## src/rtl/flash_ctrl_pkg.sv

```systemverilog
// Shared constants, encodings and helpers for the SPI NOR flash sequencer.
package flash_ctrl_pkg;

  localparam int unsigned ADDR_W    = 24;
  localparam int unsigned CNT_W     = 9;
  localparam int unsigned IDX_W     = 2;
  localparam int unsigned POLL_W    = 20;
  localparam int unsigned PAGE_SIZE = 256;

  localparam logic [7:0] CMD_READ = 8'h03;
  localparam logic [7:0] CMD_PP   = 8'h02;
  localparam logic [7:0] CMD_SE   = 8'h20;
  localparam logic [7:0] CMD_WREN = 8'h06;
  localparam logic [7:0] CMD_RDSR = 8'h05;

  typedef enum logic [1:0] {
    OP_READ = 2'd0,
    OP_PP   = 2'd1,
    OP_SE   = 2'd2,
    OP_RSVD = 2'd3
  } op_e;

  typedef enum logic [2:0] {
    ST_IDLE,
    ST_WREN,
    ST_CMD,
    ST_ADDR,
    ST_DATA,
    ST_POLL_CMD,
    ST_POLL_RD,
    ST_DONE
  } state_e;

  // Byte count outside 1..PAGE_SIZE is rejected for read and program.
  function automatic logic len_bad(input logic [CNT_W-1:0] num);
    return (num == '0) || (num > CNT_W'(PAGE_SIZE));
  endfunction

endpackage

```

## src/rtl/flash_ctrl_seq_cnt.sv

```systemverilog
// Byte, address-index and status-poll counters with terminal-count flags.
module flash_ctrl_seq_cnt
  import flash_ctrl_pkg::*;
#(
  parameter logic [POLL_W-1:0] P_POLL_MAX = 20'd1000000
) (
  input  logic             i_clk,
  input  logic             i_rst,
  input  logic             clr,
  input  logic             inc_byte,
  input  logic             inc_addr,
  input  logic             inc_poll,
  input  logic [CNT_W-1:0] num,
  output logic [CNT_W-1:0] byte_cnt,
  output logic [IDX_W-1:0] addr_idx,
  output logic             byte_first_c,
  output logic             byte_last_c,
  output logic             byte_done_c,
  output logic             addr_done_c,
  output logic             poll_last_c
);

  logic [POLL_W-1:0] poll_cnt;

  assign byte_first_c = (byte_cnt == '0);
  assign byte_last_c  = (byte_cnt == CNT_W'(num - CNT_W'(1)));
  assign byte_done_c  = (byte_cnt == num);
  assign addr_done_c  = (addr_idx == IDX_W'(3));
  assign poll_last_c  = (poll_cnt == POLL_W'(P_POLL_MAX - POLL_W'(1)));

  // Counters saturate at their terminal values; no wrap.
  always_ff @(posedge i_clk) begin
    if (i_rst || clr) begin
      byte_cnt <= '0;
      addr_idx <= '0;
      poll_cnt <= '0;
    end else begin
      if (inc_byte && !byte_done_c) byte_cnt <= byte_cnt + CNT_W'(1);
      if (inc_addr && !addr_done_c) addr_idx <= addr_idx + IDX_W'(1);
      if (inc_poll && !poll_last_c) poll_cnt <= poll_cnt + POLL_W'(1);
    end
  end

endmodule

```

## src/rtl/flash_ctrl.sv

```systemverilog
// SPI NOR flash sequencer: expands read / page program / sector erase
// requests into byte transactions for a byte-level SPI driver.
module flash_ctrl
  import flash_ctrl_pkg::*;
#(
  parameter logic [POLL_W-1:0] P_POLL_MAX = 20'd1000000,
  parameter logic [7:0]        P_CMD_READ = CMD_READ,
  parameter logic [7:0]        P_CMD_PP   = CMD_PP,
  parameter logic [7:0]        P_CMD_SE   = CMD_SE
) (
  input  logic              i_clk,
  input  logic              i_rst,
  input  logic [1:0]        i_operation_type,
  input  logic [ADDR_W-1:0] i_operation_addr,
  input  logic [CNT_W-1:0]  i_operation_num,
  input  logic              i_operation_valid,
  output logic              o_operation_ready,
  input  logic [7:0]        i_write_data,
  input  logic              i_write_sop,
  input  logic              i_write_eop,
  input  logic              i_write_valid,
  output logic              o_write_ready,
  output logic [7:0]        o_read_data,
  output logic              o_read_sop,
  output logic              o_read_eop,
  output logic              o_read_valid,
  output logic [7:0]        o_spi_data,
  output logic              o_spi_last,
  output logic              o_spi_valid,
  input  logic              i_spi_ready,
  input  logic [7:0]        i_spi_rdata,
  input  logic              i_spi_rvalid,
  output logic              o_busy,
  output logic              o_error
);

  state_e            state;
  op_e               op_q;
  op_e               op_in_c;
  logic [ADDR_W-1:0] addr_q;
  logic [CNT_W-1:0]  num_q;
  logic              err_q;
  logic              outstanding;
  logic              spi_valid_q;
  logic              spi_last_q;
  logic [7:0]        spi_data_q;

  logic [CNT_W-1:0]  byte_cnt;
  logic [IDX_W-1:0]  addr_idx;
  logic              byte_first_c, byte_last_c, byte_done_c, addr_done_c, poll_last_c;

  logic              accept_c, prog_win_c, spi_fire_c, rvalid_c;
  logic              tx_en_c, tx_last_c;
  logic [7:0]        tx_data_c;

  assign op_in_c    = op_e'(i_operation_type);
  assign accept_c   = i_operation_valid && o_operation_ready;
  // Program bytes bypass the byte register and go straight to the driver.
  assign prog_win_c = (state == ST_DATA) && (op_q == OP_PP) && !outstanding && !byte_done_c;
  assign spi_fire_c = o_spi_valid && i_spi_ready;
  assign rvalid_c   = i_spi_rvalid && outstanding;

  assign o_spi_valid   = prog_win_c ? i_write_valid : spi_valid_q;
  assign o_spi_data    = prog_win_c ? i_write_data  : spi_data_q;
  assign o_spi_last    = prog_win_c ? byte_last_c   : spi_last_q;
  assign o_write_ready = prog_win_c && i_spi_ready;

  flash_ctrl_seq_cnt #(.P_POLL_MAX(P_POLL_MAX)) u_cnt (
    .i_clk        (i_clk),
    .i_rst        (i_rst),
    .clr          (accept_c),
    .inc_byte     (spi_fire_c && (state == ST_DATA)),
    .inc_addr     (spi_fire_c && (state == ST_ADDR)),
    .inc_poll     (rvalid_c && (state == ST_POLL_RD) && i_spi_rdata[0]),
    .num          (num_q),
    .byte_cnt     (byte_cnt),
    .addr_idx     (addr_idx),
    .byte_first_c (byte_first_c),
    .byte_last_c  (byte_last_c),
    .byte_done_c  (byte_done_c),
    .addr_done_c  (addr_done_c),
    .poll_last_c  (poll_last_c)
  );

  // Next byte to issue from the current state.
  always_comb begin
    tx_en_c   = 1'b1;
    tx_data_c = 8'h00;
    tx_last_c = 1'b0;
    case (state)
      ST_WREN: begin
        tx_data_c = CMD_WREN;
        tx_last_c = 1'b1;
      end
      ST_CMD: begin
        case (op_q)
          OP_READ: tx_data_c = P_CMD_READ;
          OP_PP:   tx_data_c = P_CMD_PP;
          default: tx_data_c = P_CMD_SE;
        endcase
      end
      ST_ADDR: begin
        case (addr_idx)
          2'd0:    tx_data_c = addr_q[23:16];
          2'd1:    tx_data_c = addr_q[15:8];
          default: tx_data_c = addr_q[7:0];
        endcase
        tx_last_c = (addr_idx == 2'd2) && (op_q == OP_SE);
      end
      ST_DATA: begin
        tx_en_c   = (op_q == OP_READ);
        tx_last_c = byte_last_c;
      end
      ST_POLL_CMD: tx_data_c = CMD_RDSR;
      ST_POLL_RD:  tx_last_c = 1'b1;
      default:     tx_en_c   = 1'b0;
    endcase
  end

  always_ff @(posedge i_clk) begin
    if (i_rst) begin
      state             <= ST_IDLE;
      op_q              <= OP_READ;
      addr_q            <= '0;
      num_q             <= '0;
      err_q             <= 1'b0;
      outstanding       <= 1'b0;
      spi_valid_q       <= 1'b0;
      spi_data_q        <= 8'h00;
      spi_last_q        <= 1'b0;
      o_operation_ready <= 1'b1;
      o_busy            <= 1'b0;
      o_error           <= 1'b0;
      o_read_data       <= 8'h00;
      o_read_sop        <= 1'b0;
      o_read_eop        <= 1'b0;
      o_read_valid      <= 1'b0;
    end else begin
      o_error      <= 1'b0;
      o_read_valid <= 1'b0;
      o_read_sop   <= 1'b0;
      o_read_eop   <= 1'b0;

      // At most one byte in flight: issue only when nothing is outstanding.
      if (spi_valid_q && i_spi_ready) begin
        spi_valid_q <= 1'b0;
      end else if (tx_en_c && !spi_valid_q && !outstanding) begin
        spi_valid_q <= 1'b1;
        spi_data_q  <= tx_data_c;
        spi_last_q  <= tx_last_c;
      end
      if (spi_fire_c)    outstanding <= 1'b1;
      else if (rvalid_c) outstanding <= 1'b0;

      case (state)
        ST_IDLE: begin
          if (accept_c) begin
            op_q              <= op_in_c;
            addr_q            <= i_operation_addr;
            num_q             <= i_operation_num;
            o_operation_ready <= 1'b0;
            o_busy            <= 1'b1;
            if (op_in_c == OP_RSVD || (op_in_c != OP_SE && len_bad(i_operation_num))) begin
              err_q <= 1'b1;
              state <= ST_DONE;
            end else if (op_in_c == OP_READ) begin
              state <= ST_CMD;
            end else begin
              state <= ST_WREN;
            end
          end
        end
        ST_WREN: if (rvalid_c) state <= ST_CMD;
        ST_CMD:  if (rvalid_c) state <= ST_ADDR;
        ST_ADDR: begin
          if (rvalid_c && addr_done_c) state <= (op_q == OP_SE) ? ST_POLL_CMD : ST_DATA;
        end
        ST_DATA: begin
          // Framing errors are flagged but length is governed by num alone.
          if (prog_win_c && i_write_valid && i_spi_ready &&
              ((i_write_sop != byte_first_c) || (i_write_eop != byte_last_c)))
            err_q <= 1'b1;
          if (rvalid_c) begin
            if (op_q == OP_READ) begin
              o_read_valid <= 1'b1;
              o_read_data  <= i_spi_rdata;
              o_read_sop   <= (byte_cnt == CNT_W'(1));
              o_read_eop   <= byte_done_c;
            end
            if (byte_done_c) state <= (op_q == OP_READ) ? ST_DONE : ST_POLL_CMD;
          end
        end
        ST_POLL_CMD: if (rvalid_c) state <= ST_POLL_RD;
        ST_POLL_RD: begin
          if (rvalid_c) begin
            if (!i_spi_rdata[0]) begin
              state <= ST_DONE;
            end else if (poll_last_c) begin
              err_q <= 1'b1;
              state <= ST_DONE;
            end else begin
              state <= ST_POLL_CMD;
            end
          end
        end
        ST_DONE: begin
          o_error           <= err_q;
          err_q             <= 1'b0;
          state             <= ST_IDLE;
          o_operation_ready <= 1'b1;
          o_busy            <= 1'b0;
        end
        default: state <= ST_IDLE;
      endcase
    end
  end

endmodule

```

## config.mk

```make
export PLATFORM = sky130hd
export DESIGN_NAME = flash_ctrl
export DESIGN_NICKNAME = d
export VERILOG_FILES = /design/src/rtl/flash_ctrl_pkg.sv /design/src/rtl/flash_ctrl_seq_cnt.sv /design/src/rtl/flash_ctrl.sv
export SDC_FILE = /design/constraint.sdc
export NUM_CORES = 1
export LEC_CHECK = 0
export BUFFER_PORTS_ARGS = -buffer_cell sky130_fd_sc_hd__buf_2
export CORE_MARGIN = 10
export CORE_UTILIZATION = 45
export CTS_CLUSTER_DIAMETER = 200
export CTS_CLUSTER_SIZE = 8
export DETAILED_ROUTE_END_ITERATION = 8
export PLACE_DENSITY = 0.67
export SETUP_SLACK_MARGIN = 0.4
export SLEW_MARGIN = 25
export SYNTH_ARGS = -nofsm -noshare
export SYNTH_HDL_FRONTEND = slang
export SYNTH_SLANG_ARGS = --single-unit
export TNS_END_PERCENT = 5
```

## constraint.sdc

```tcl
create_clock -name i_clk -period 6.95 [get_ports i_clk]
set_input_delay 0.3475 -clock i_clk [delete_from_list [all_inputs] [get_ports i_clk]]
set_output_delay 0.3475 -clock i_clk [all_outputs]
set_load 0.05 [all_outputs]
```

==> results.txt, run 1 <==
The number of antenna diodes in the final layout is 0. Dividing the detail-routed wire length by the instance count gives between 10 and 15 µm. The largest delay contributor family on the critical path is simple AND/OR/NAND/NOR gates. Global routing used 16.2% of the available tracks across all layers. In this design, the critical path's most frequently occurring cell is nor2_1.

The area added between synthesis and finish came out at 14.8%. The cell leakage power is 2.17 nW. The number of instances in the synthesized netlist is slightly below 600. The hold violation count in the final report is 0. The number of iterations in the first detailed-routing pass is 5. The worst setup path is launched from a flop. The routability congestion estimate from global placement is about 0.89. The top cell type by area accounts for roughly 40% of the synthesized area. STA classifies the critical path endpoint as a primary output. The mean area per synthesized cell is between 7 and 8 µm². The floorplan has 37 rows. The share of synthesized registers carrying an async set or reset came out at 0%. The number of port buffers is 83. The flow ran to the end, and the final reports show no timing, DRC or antenna violations. Clock tree synthesis inserted a total of 9 buffers. The library cell used most frequently in the layout, excluding fill and tap cells, is nand2_1. Among all stages on the critical path, the largest delay is contributed by nor2_1.

After clock tree synthesis, the flow added hold-fix buffers numbering 0. The cell area after synthesis came out at 0.00471 mm². The violation count after the first detailed-route iteration is around 290. Once detail routing completed, the nets flagged for antenna violations numbered 0. The final number of max-transition violations came out at 0.

For this run the aggregate overflow at the end of global routing stands at 0. The setup total negative slack came out at 0 ns. Of the synthesized area, sequential elements account for 40.3%.

The post-route cell area came out at between 0.005 and 0.006 mm². The delay of the slowest critical-path stage is between 0.7 and 0.8 ns. The net count of the mapped netlist came out at around 670.

Setup repair after global routing left no endpoint under its margin. For this run, the leading register cell type out of synthesis is dfxtp_1. The ratio of cells with drive above 1 in the final layout came out at roughly 18%. The global-route wire length before repair is about 20 mm.

The via count of the first global-routing pass came out at 4313. Clock-pin slew was measured on the worst setup and hold paths at 0.09 ns. Traced cell by cell, the critical path runs through nand2b_1 -> nor2_1 -> nand2_1 -> nor2_1 -> mux2_2 -> buf_2. After clock tree synthesis, the setup repair step added 0 buffers. The worst supply voltage drop on vdd is 0.182 mV. The number of placed instances, taps included, is between 700 and 800. The die outline width is 122 µm. Entering global routing, the biggest net connects 62 pins. The layout net count came out at 731. Measured against its own limit, the worst slew margin works out to 38.1%. The fmax came out at 300 MHz.

The remaining routing DRC violations came out at 0. The worst setup slack after layout came out at ~3.6 ns. The TritonCTS clock tree is done. The netlist uses between 50 and 60 different library cells. Summed over all instances, the cell type with the most area after synthesis is dfxtp_1. The worst path in the final design needs a cycle of 3.33 ns, including I/O delays and setup.

The post-route total power is 1.64 mW. Of all nets on the critical path, the largest fanout is 16. The post-route core utilization came out at a little over half.

The number of maximum-capacitance violations came out at 0. The number of H-tree levels is 3. The initial core utilization came out at approximately 46%. Power spread over the standard cell area amounts to between 300 and 400 mW/mm². The final-layout fill cell count is approximately 1000. The number of standard cells in the final layout excluding fillers came out at 803.

After floorplanning, the core was sized to cover 0.0103 mm². The buffer cell driving the clock tree root is clkbuf_8. The final setup violation count is 0. The data required time at the worst endpoint came out at ~6.6 ns. The arrival time at the worst endpoint is approximately 3.0 ns. The critical path is of the reg -> out type. The later-pin clock latency in the skew report is 0.36 ns. Clock skew on the completed layout was measured at roughly 0.0073 ns. In the post-synthesis netlist, the biggest area contributors are dfxtp_1 (40%), nand2_1 (8.7%), a21oi_1 (6.4%). The setup slack after placement is roughly 4.0 ns. After detailed placement, the total cell area comes to 0.00522 mm². Post-CTS repair changed the size of 0 cells. The final wirelength came out at between 10 and 15 mm. The maximum count of clock buffers along a single path came out at 2. The die footprint is ~0.015 mm².

The number of warnings printed during yosys synthesis is 0. Together, buffers and inverters on the worst path number 1. The worst-margin pin slew came out at approximately 0.93 ns. The per-cell via count in the routed design came out at around 5.3.

The path class of the tightest hold or removal check is in -> reg. The die height is ~120 µm. The number of top-level design ports came out at 84.

The synthesized design contains 95 register bits. The number of flops mapped to enable cells by yosys came out at 0. The number of vias after detailed routing is roughly 4200. The initial antenna violation count was 0. The clock sink count is 95.

The worst hold margin came out at approximately 0.21 ns. The top cell types in the final layout, fill and taps aside, are nand2_1 (109), dfxtp_1 (95), buf_2 (83). The fraction of the cycle the final worst path needs came out at between 40% and 50%.

Once detailed placement completed, the half-perimeter wirelength came to between 8 and 9 mm.
[cells by family after synthesis]
group           share of synthesized area (%)
buf+inv                                  3.74
xor+xnor                                 7.62
mux                                      5.18
simple gates                             26.9
fa+ha+maj                                2.65
flops                                    40.3
compound gates                           13.6
[registers in the layout, summed over array words and instances (netlist names)]
name	flops
u_cnt.addr_idx	2
o_read_data	8
u_cnt.byte_cnt	9
o_read_eop	1
addr_q	24
spi_last_q	1
state	3
spi_data_q	8
num_q	9
spi_valid_q	1
o_read_valid	1
o_read_sop	1
err_q	1
o_error	1
o_busy	1
u_cnt.poll_cnt	20
o_operation_ready	1
outstanding	1
op_q	2
[routing by layer]
metal	vias up	track usage [%]	share of wire, %	routed length [µm]
li1	2168	-	-	-
met1	1940	19.1	44	5260
met2	103	28.4	50	5950
met3	16	4.13	4.6	556
met4	0	4.34	1.8	210
met5	-	0	0	0
[cell usage after synthesis, types with 6 or more instances]
cell / instances
nor3_1: 16
xnor2_1: 20
ha_1: 10
and2_1: 7
clkbuf_1: 26
nor2_1: 74
xor2_1: 21
nand2b_1: 8
nand2_1: 109
nor4_1: 7
dfxtp_1: 95
mux2_2: 10
a21oi_1: 60
inv_1: 13
and3_1: 6
nand4_1: 11
mux2i_1: 12
o21ai_0: 12
nand3_1: 14
[final timing paths]
path                                     to  depth (start not counted)  slack [ns]                 start
worst max-delay path            o_spi_valid                          6        3.62              state[2]
worst max register to register  outstanding                          7        4.22              state[2]
worst min register to register    addr_q[8]                          2        0.46             addr_q[8]
worst min-delay path             addr_q[17]                          3        0.21  i_operation_addr[17]
[worst min-delay path: cells and delay by family]
family / cells / cell delay, ns
AOI/OAI and AO/OA: 1 / 0.05
buffers and inverters: 1 / 0.09
and+or+nand+nor: 1 / 0.04
[final cells by class]
class                      count  area, µm²  share of cell area (%)
clock buffer                  10        128                    2.36
sequential                    95       1900                    35.1
inverter                      13       48.8                   0.901
timing repair buffer          88        453                    8.37
clock inverter                 6       67.6                    1.25
multi-input combinational    455       2650                    48.9
tap                          136        170                    3.14
[power by group]
part | internal, mW | leakage [nW] | switching, mW
clock | 0.169 | 0.0933 | 0.199
sequential | 0.614 | 0.771 | 0.0828
combinational | 0.208 | 1.30 | 0.366
Power figures use the tool's default switching activity.
==> run 2: changes to the inputs <==
PLACE_DENSITY = 0.69   (was 0.67)
clock period = 2.9 ns   (was 6.95 ns; I/O delays follow)
==> results.txt, run 2 (same netlist as run 1, synthesis figures left out) <==
The placed wire-length estimate came to 8.99 mm (about the same). The clock network fraction of design power is 22.1% (-0.4 points). The critical path is of the reg -> out type. The clock edge transition at the registers on the reported setup and hold paths is 0.09 ns (about the same). The count of cells along the worst hold path came out at 3 (unchanged). The delay of the slowest critical-path stage came out at 0.53 ns (-0.18 ns). The area added between synthesis and finish is 18.3%. The later-pin clock latency in the skew report came out at 0.36 ns (about the same). The clock sink count came to 95 (unchanged). The die outline width came out at 122 µm (unchanged). The worst supply voltage drop on vdd came out at 0.354 mV (+94%). The setup total negative slack is 0 ns (unchanged). The share of total power in combinational logic came out at 37.6% (+2.6 points). The number of hold buffers added after CTS is 0 (unchanged). The depth of the worst register-to-register path came out at 8 (+1). The post-route core utilization is 54.2% (+1.6 points). The number of port buffers came to 83 (unchanged). The final-layout fill cell count is 1012 (-1.9%). The power density of the placed cells was 727 mW/mm² (+140%). The overall global routing resource usage came out at 15.7% (-0.43 points). Leaving out fill and tap cells, the most frequent cell in the layout is nand2_1. The setup slack after placement came to 0.298 ns (-3.67 ns).

The design internal power is 2.47 mW (+150%). The post-route cell area came out at 0.00558 mm² (+3.0%). The startpoint identified for the worst hold timing path is i_operation_addr[11]. The fraction of the cycle the final worst path needs is between 80 and 90%. The number of vias after detailed routing is 4295 (+1.6%). The worst hold margin is 0.0101 ns (-0.198 ns). The largest registers in the layout are addr_q: 24 flops, u_cnt.poll_cnt: 20 flops. The worst setup path is captured at a primary output.

The die footprint came out at 0.0150 mm² (unchanged). The slack of the worst reg-to-reg path came out at 0.46 ns (-3.76 ns). The worst register-to-register path begins at num_q[1].

The per-cell via count in the routed design was 5.29 (+0.48%). The total overflow reported by the global router is 0 (unchanged). TritonCTS built the clock tree. The shortest clock period the worst path allows after layout is around 2.5 ns. The die height is 122 µm (unchanged). The number of flip-flops in the largest register came to 24 (unchanged).

Leaving out fill and tap cells, the most frequent cells in the layout are nand2_1 (109), dfxtp_1 (88), buf_2 (81). The ratio of cells with drive above 1 in the final layout was 21.4% (+3.5 points). The maximum number of pins on one net before global-route repair is 61 (-1.6%). The final number of max-transition violations came out at 0 (unchanged).

The initial core utilization is 45.9% (unchanged). The flow ran to the end, and the final reports show no timing, DRC or antenna violations. The number of H-tree levels was 3 (unchanged). The core box area was 0.0103 mm² (unchanged). The critical path starts at num_q[1]. The violation count after the first detailed-route iteration is 265 (-7.3%). The number of maximum-capacitance violations is 0 (unchanged).

Ranked by flip-flop count, first place goes to addr_q. The final wirelength is 11.9 mm (-0.94%). The buffer cell driving the clock tree root is clkbuf_8. The capture endpoint of the worst hold path is addr_q[11]. The final setup violation count came out at 0 (unchanged). The relative max-transition margin is 59.0% (+21 points).

The via count of the first global-routing pass is 4140 (-4.0%). The layout net count was 740 (+1.2%). The switching power summed over all nets is 1.58 mW (+140%). The tightest min-delay check is of the in -> reg type. The fmax is just over 400 MHz. STA classifies the critical path startpoint as a flop.

The multi-input gate area in the final layout came out at 0.00270 mm² (+2.0%). The maximum count of clock buffers along a single path is 2 (unchanged). The number of buffers created by CTS came out at 9 (unchanged). The register share of total power is 40.3% (-2.2 points). The initial antenna violation count is 0 (unchanged).

The data required time at the worst endpoint came to 2.76 ns (-3.84 ns). The routability congestion estimate from global placement came to 0.875 (-1.3%). The number of placement rows is 37 (unchanged).

The number of top-level design ports is 84 (unchanged). The number of iterations in the first detailed-routing pass came out at 4 (-1). The routed length per instance came out at 14.6 µm (-2.0%). The storage element area came to 0.00192 mm² (+0.72%). The switching part of the total power came out at 39.0% (-0.54 points). The global-route wire length before repair came out at 19.6 mm (-2.3%). The worst setup slack after layout came out at 0.423 ns (-3.20 ns). Traced cell by cell, the critical path runs through inv_4 -> ha_4 -> nor3b_1 -> or4_4 -> nor4_4 -> nand3_1 -> o21ai_2 -> buf_6. The highest net fanout along the worst path came out at 5 (-11). The hold violation count in the final report came out at 0 (unchanged). In this run the critical register-to-register path is captured at err_q. The worst-margin pin slew is 0.615 ns (-0.310 ns). The cell leakage power came out at 2.25 nW (+3.6%). The arrival time at the worst endpoint is 2.33 ns (-0.65 ns). Setup repair after global routing could not meet its margin everywhere.

The largest clock skew in the final design came out at 0.00752 ns (+0.000218 ns). The instance area at placement was 0.00525 mm² (+0.58%). The residual antenna-violating net count after detailed routing came out at 0 (unchanged). The remaining routing DRC violations came to 0 (unchanged).

For this design, the slowest cell found on the critical path is or4_4. The final antenna diode count came out at 0 (unchanged).
## run 2: area by class of cell
cell class | instances | share of cell area, %
clock buffers | 10 | 2.47
flip-flops and latches | 95 | 34.4
inverters | 13 | 0.920
well taps | 136 | 3.05
repair buffers | 97 | 9.56
clock inverters | 6 | 1.26
multi-input cells | 455 | 48.4
## run 2: how the worst max path moves through the flow
| stage | depth (start not counted) | slack [ns] | endpoint |
|---|---|---|---|
| detailed placement | 8 | 0.30 | err_q |
| global route | 8 | 0.32 | o_spi_last |
| global placement | 8 | 0.38 | err_q |
| finish | 8 | 0.42 | o_spi_last |
| floorplan | 8 | 0.48 | err_q |
| CTS | 7 | 0.38 | o_spi_data[2] |
## run 2: repair_timing
action                                  CTS  global route
resized for setup                        11            14
pin swaps                                 2             6
endpoints found under the hold margin     0             0
buffers inserted                          2             3
endpoints found under the setup margin   12            13
## run 2: power groups by stage
stage               sequential, mW  clock, mW  combinational [mW]
finish                        1.63      0.898                1.52
global route                  1.66      0.977                1.69
CTS                           1.63      0.916                1.48
detailed placement            1.65          0                1.44
global placement              1.65          0                1.41
floorplan                     1.63          0                1.11
## run 2: per-stage QoR
| stage | power [mW] | cells |
|---|---|---|
| final | 4.05 | 812 |
| after global routing | 4.33 | 812 |
| after CTS | 4.03 | 809 |
| after detailed placement | 3.10 | 791 |
| after global placement | 3.06 | 791 |
| after floorplan | 2.74 | 596 |
## run 2: metal layers
metal  track usage [%]  share of wire (%)
met4              6.19                2.4
met1              19.6                 44
met5                 0                  0
met3              3.21                4.9
met2              26.2                 48
## run 2: worst max-delay path, delay by kind of cell, from the launching register on
family | cells | cell delay, ns
and+or+nand+nor | 4 | 1.09
DFF | 1 | 0.39
buffers and inverters | 2 | 0.22
adders and majority gates | 1 | 0.16
AOI/OAI and AO/OA | 1 | 0.10
